[src/rtl/bitwise_logic_unit.sv]
// Multi-cycle bitwise logic unit: one SLICE-wide chunk per cycle, LSB first.
// Define BITWISE_LOGIC_PARITY_EN to add the data_parity output.
module bitwise_logic_unit #(
    parameter int WIDTH = 32,
    parameter int SLICE = 8
) (
    input  logic             clock,
    input  logic             reset,
    input  logic             ctrl_start,
    input  logic [2:0]       ctrl_op,
    input  logic [WIDTH-1:0] data_operandA,
    input  logic [WIDTH-1:0] data_operandB,
    output logic             busy,
    output logic             data_resultRDY,
    output logic [WIDTH-1:0] data_result,
    output logic             data_zero
`ifdef BITWISE_LOGIC_PARITY_EN
    ,
    output logic             data_parity
`endif
);

    localparam int N  = WIDTH / SLICE;
    localparam int CW = (N > 1) ? $clog2(N) : 1;

    typedef enum logic [1:0] {
        IDLE = 2'd0,
        BUSY = 2'd1,
        DONE = 2'd2
    } state_t;

    state_t           state;
    logic [WIDTH-1:0] a_q;
    logic [WIDTH-1:0] b_q;
    logic [2:0]       op_q;
    logic [CW-1:0]    cnt;
    logic [WIDTH-1:0] res_q;
    logic [SLICE-1:0] a_sl;
    logic [SLICE-1:0] b_sl;
    logic [SLICE-1:0] f;
    logic             last;

`ifdef BITWISE_LOGIC_PARITY_EN
    logic par_q;
`endif

    always_comb begin
        a_sl = '0;
        b_sl = '0;
        for (int s = 0; s < N; s++) begin
            if (cnt == CW'(s)) begin
                a_sl = a_q[s*SLICE +: SLICE];
                b_sl = b_q[s*SLICE +: SLICE];
            end
        end
    end

    always_comb begin
        f = '0;
        unique case (op_q)
            3'b000: f = a_sl & b_sl;
            3'b001: f = a_sl | b_sl;
            3'b010: f = a_sl ^ b_sl;
            3'b011: f = ~(a_sl | b_sl);
            3'b100: f = ~(a_sl & b_sl);
            3'b101: f = ~(a_sl ^ b_sl);
            3'b110: f = a_sl & ~b_sl;
            3'b111: f = a_sl;
        endcase
    end

    assign last = (cnt == CW'(N - 1));

    always_ff @(posedge clock) begin
        if (reset) begin
            state <= IDLE;
            a_q   <= '0;
            b_q   <= '0;
            op_q  <= '0;
            cnt   <= '0;
            res_q <= '0;
`ifdef BITWISE_LOGIC_PARITY_EN
            par_q <= 1'b0;
`endif
        end else begin
            unique case (state)
                IDLE, DONE: begin
                    if (ctrl_start) begin
                        a_q   <= data_operandA;
                        b_q   <= data_operandB;
                        op_q  <= ctrl_op;
                        cnt   <= '0;
                        res_q <= '0;
`ifdef BITWISE_LOGIC_PARITY_EN
                        par_q <= 1'b0;
`endif
                        state <= BUSY;
                    end else begin
                        state <= IDLE;
                    end
                end
                BUSY: begin
                    for (int s = 0; s < N; s++) begin
                        if (cnt == CW'(s)) begin
                            res_q[s*SLICE +: SLICE] <= f;
                        end
                    end
`ifdef BITWISE_LOGIC_PARITY_EN
                    par_q <= par_q ^ (^f);
`endif
                    cnt <= cnt + 1'b1;
                    if (last) begin
                        state <= DONE;
                    end
                end
                default: state <= IDLE;
            endcase
        end
    end

    assign busy           = (state == BUSY);
    assign data_resultRDY = (state == DONE);
    assign data_result    = res_q;
    assign data_zero      = ~|res_q;

`ifdef BITWISE_LOGIC_PARITY_EN
    assign data_parity = par_q;
`endif

endmodule

[config.mk]
export PLATFORM = sky130hd
export DESIGN_NAME = bitwise_logic_unit
export DESIGN_NICKNAME = d
export VERILOG_FILES = /design/src/rtl/bitwise_logic_unit.sv
export SDC_FILE = /design/constraint.sdc
export NUM_CORES = 1
export LEC_CHECK = 0
export ABC_AREA = 1
export ABC_CLOCK_PERIOD_IN_PS = 3100
export BUFFER_PORTS_ARGS = -buffer_cell sky130_fd_sc_hd__buf_2
export CORE_ASPECT_RATIO = 1.5
export CORE_MARGIN = 5
export CORE_UTILIZATION = 45
export CTS_CLUSTER_DIAMETER = 150
export DETAILED_ROUTE_END_ITERATION = 8
export PLACE_DENSITY = 0.66
export SYNTH_ARGS = -nofsm -noshare
export SYNTH_HDL_FRONTEND = slang
export SYNTH_SLANG_ARGS = --single-unit
[constraint.sdc]
create_clock -name clock -period 3.1 [get_ports clock]
set_input_delay 0.465 -clock clock [delete_from_list [all_inputs] [get_ports clock]]
set_output_delay 0.465 -clock clock [all_outputs]
set_load 0.005 [all_outputs]
==> flow_summary_export.csv <==
group,metric,value,unit
yosys,ys_warn_count,0,
yosys,synth.net_count,806,
run,cap_violations,0,
detailed_routing,drt_first_pass_iters,5,
detailed_routing,avgRoutedWirePerCell,16.10,um
detailed_routing,drt_iter0_drc,298,
power_and_ir_drop,p_sw_share,31.37,%
critical_path,cp_max_fo,10,
placed_design,place.gp.congestion,0.9699,
timing,setup-tns-final,0,ns
timing,slew_viol_final,0,
timing,fmax,361.0,MHz
critical_path,timing.rr.start,"cnt[0]",
timing,fin_crit_sh,89.36,%
cts,clkSinkCount,103,
detailed_routing,vias_per_cell,5.281,
die,io_pins,105,
cts,cts_tree,"done",
timing,setup_violations,0,
critical_path,critPathArrivalTime,3.00,ns
global_routing,grt_pass1_wl,24.41,mm
yosys,yosys.area.top_type,"dfxtp_1",
detailed_routing,final_antenna_net_count,0,
power_and_ir_drop,seqPwrFrac,44.4,%
die,die_width,96.85,um
critical_path,startpoint_type,"register",
cts,cts_resized,0,
die,rows,47,
worst_hold_path,hold_class,"input port to register",
timing,worstMarginPinSlew,0.6468,ns
cts,worstSkewPairLatency,0.35,ns
layout,drive_gt1_share,19.47,%
critical_path,end_kind,"register",
cts,cts_hold_buf,0,
cts,cts_buffer_depth,2,
yosys,postSynthCellCount,709,
critical_path,r2r_setup_slack,0.33,ns
global_routing,antenna_found_initial,0,
yosys,synth_area_per_cell,7.181,um2
detailed_routing,vias,4980,
layout,final_util,54.07,%
placed_design,place_hpwl,11.66,mm
placed_design,dpl_cell_area,0.005659,mm2
outcome,outcome,"finished clean",
cts,clk_pin_slew,0.08,ns
die,start_util,46.05,%
global_routing,grt_pass1_vias,4798,
layout,final_common_cell,"o21ai_0",
yosys,synth_top_area_share,40.50,%
die,core_area,0.01106,mm2
global_routing,track_usage,22.12,%
global_routing,grt_overflow,0,
timing,fin_ws,0.3299,ns
timing,rsz0062_at_grt,"false",
yosys,syn-cell-area,0.005091,mm2
timing,hold_viol,0,
timing,min_period,2.770,ns
power_and_ir_drop,p_int,2.350,mW
cts,postCtsSetupRepairBufs,0,
yosys,synth_seq_cells,103,
cts,cts-buffers-inserted,9,
timing,finalHoldWorstSlack,0.3685,ns
power_and_ir_drop,p_total,3.424,mW
worst_hold_path,hold-path-endpoint,"b_q[24]",
critical_path,reg2reg_depth,14,
power_and_ir_drop,clkPwrFrac,34.7,%
power_and_ir_drop,combinationalPowerShare,20.8,%
layout,area_growth,17.42,%
layout,finish.instance_area,0.005978,mm2
critical_path,required,3.33,ns
worst_hold_path,min_from,"data_operandB[24]",
worst_hold_path,hold_depth,3,
die,die_y,140.3,um
yosys,ys_top_cells_by_area,"dfxtp_1 (41%), o21ai_0 (13%), nor2_1 (9.3%)",
placed_design,place_inst,927,
placed_design,port_buffers,104,
cts,htree_levels,3,
yosys,synth.yosys.seq_area_share,40.50,%
layout,final_cells,943,
placed_design,pre_cts_ws,0.2511,ns
layout,antenna_cells,0,
power_and_ir_drop,p_switching,1.074,mW
global_routing,grt_max_degree,46,
critical_path,rr_endpoint,"data_result[27]",
layout,layout.nets,888,
detailed_routing,drc_errors,0,
power_and_ir_drop,irDropWorstVdd,0.0003217,V
critical_path,criticalPathCategory,"register to register",
die,fp.dieArea,0.01358,mm2
yosys,synth_cell_types,31,
power_and_ir_drop,p_per_area,572.7,mW/mm2
timing,max_slew_margin,56.88,%
layout,layout_common_cells,"o21ai_0 (128), nor2_1 (126), buf_2 (104), dfxtp_1 (103), a21oi_1 (82)",
power_and_ir_drop,p_leak,2.771,nW
timing,final.setup_skew,0.009872,ns
cts,cts_root_buffer,"clkbuf_16",
detailed_routing,wl,15.18,mm
[how the worst max path moves through the flow]
stage,startpoint,to,slack [ns]
floorplan,cnt[0],data_result[17],0.88
finish,cnt[0],data_result[27],0.33
CTS,cnt[1],data_result[27],0.25
detailed placement,cnt[1],data_result[27],0.25
global route,cnt[0],data_result[27],0.02
global placement,cnt[1],data_result[27],0.31
[logic make-up after synthesis]
family                   synth area share (%)
AO/OA/AOI/OAI                           24.40
adder cells (fa/ha/maj)                 6.635
AND/OR/NAND/NOR                         19.46
buffers and inverters                   8.995
flip-flops                              40.50
[power groups by stage]
stage | Sequential [mW] | Clock (mW) | Combinational (mW)
3_5_place_dp | 1.55 | 0 | 0.705
6_report | 1.52 | 1.19 | 0.713
3_3_place_gp | 1.55 | 0 | 0.683
2_1_floorplan | 1.52 | 0 | 0.490
5_1_grt | 1.53 | 1.26 | 0.811
4_1_cts | 1.52 | 1.20 | 0.710
[flip-flops by register name, summed over array words and instances (netlist names)]
signal and count:
op_q 3, b_q 32, state 2, data_result 32, cnt 2, a_q 32
[layout make-up]
class	count	area [um2]
timing repair buffer	114	595.6
inverter	63	244.0
multi-input combinational	500	2579
tap	147	183.9
sequential	103	2062
clock buffer	9	225.2
fill	1104	5077
clock inverter	7	88.84
[synth_stat cells]
| master | instances |
|---|---|
| inv_1 | 55 |
| o2bb2ai_1 | 1 |
| nor2_2 | 2 |
| a22oi_1 | 7 |
| o21ai_1 | 1 |
| nor4_1 | 8 |
| a21oi_1 | 82 |
| inv_2 | 6 |
| o21bai_2 | 5 |
| nor2_1 | 126 |
| inv_4 | 1 |
| dfxtp_1 | 103 |
| nand4_1 | 4 |
| nand3b_1 | 2 |
| clkbuf_1 | 22 |
| nand3_2 | 1 |
| nand3_1 | 26 |
| buf_4 | 6 |
| o21ai_0 | 128 |
| o21ai_2 | 3 |
| nand2_1 | 66 |
| buf_6 | 2 |
| o211ai_1 | 2 |
| clkinv_4 | 1 |
| nor3_1 | 3 |
| nand2_2 | 2 |
| ha_1 | 27 |
| o22ai_1 | 2 |
| buf_1 | 1 |
| a211oi_1 | 2 |
| buf_2 | 12 |
[worst max-delay path, cell delays in order (launching register included)]
cell,delay (ns)
dfxtp_1,0.38
inv_1,0.11
ha_1,0.31
buf_4,0.21
nand3_1,0.08
nand3_1,0.09
a22oi_1,0.40
inv_1,0.09
ha_1,0.32
nand2_1,0.07
nand2_1,0.05
nor2_1,0.08
nand2_1,0.07
o21bai_2,0.27
a21oi_1,0.11
[layer usage]
layer	up-vias	wire length (um)	GRT usage, %
met4	0	451	9.246
met5	-	0	0
met1	2265	6267	26.41
met2	158	7747	39.16
met3	33	713	3.582
li1	2524	-	-
(Power assumes the default switching activity.)
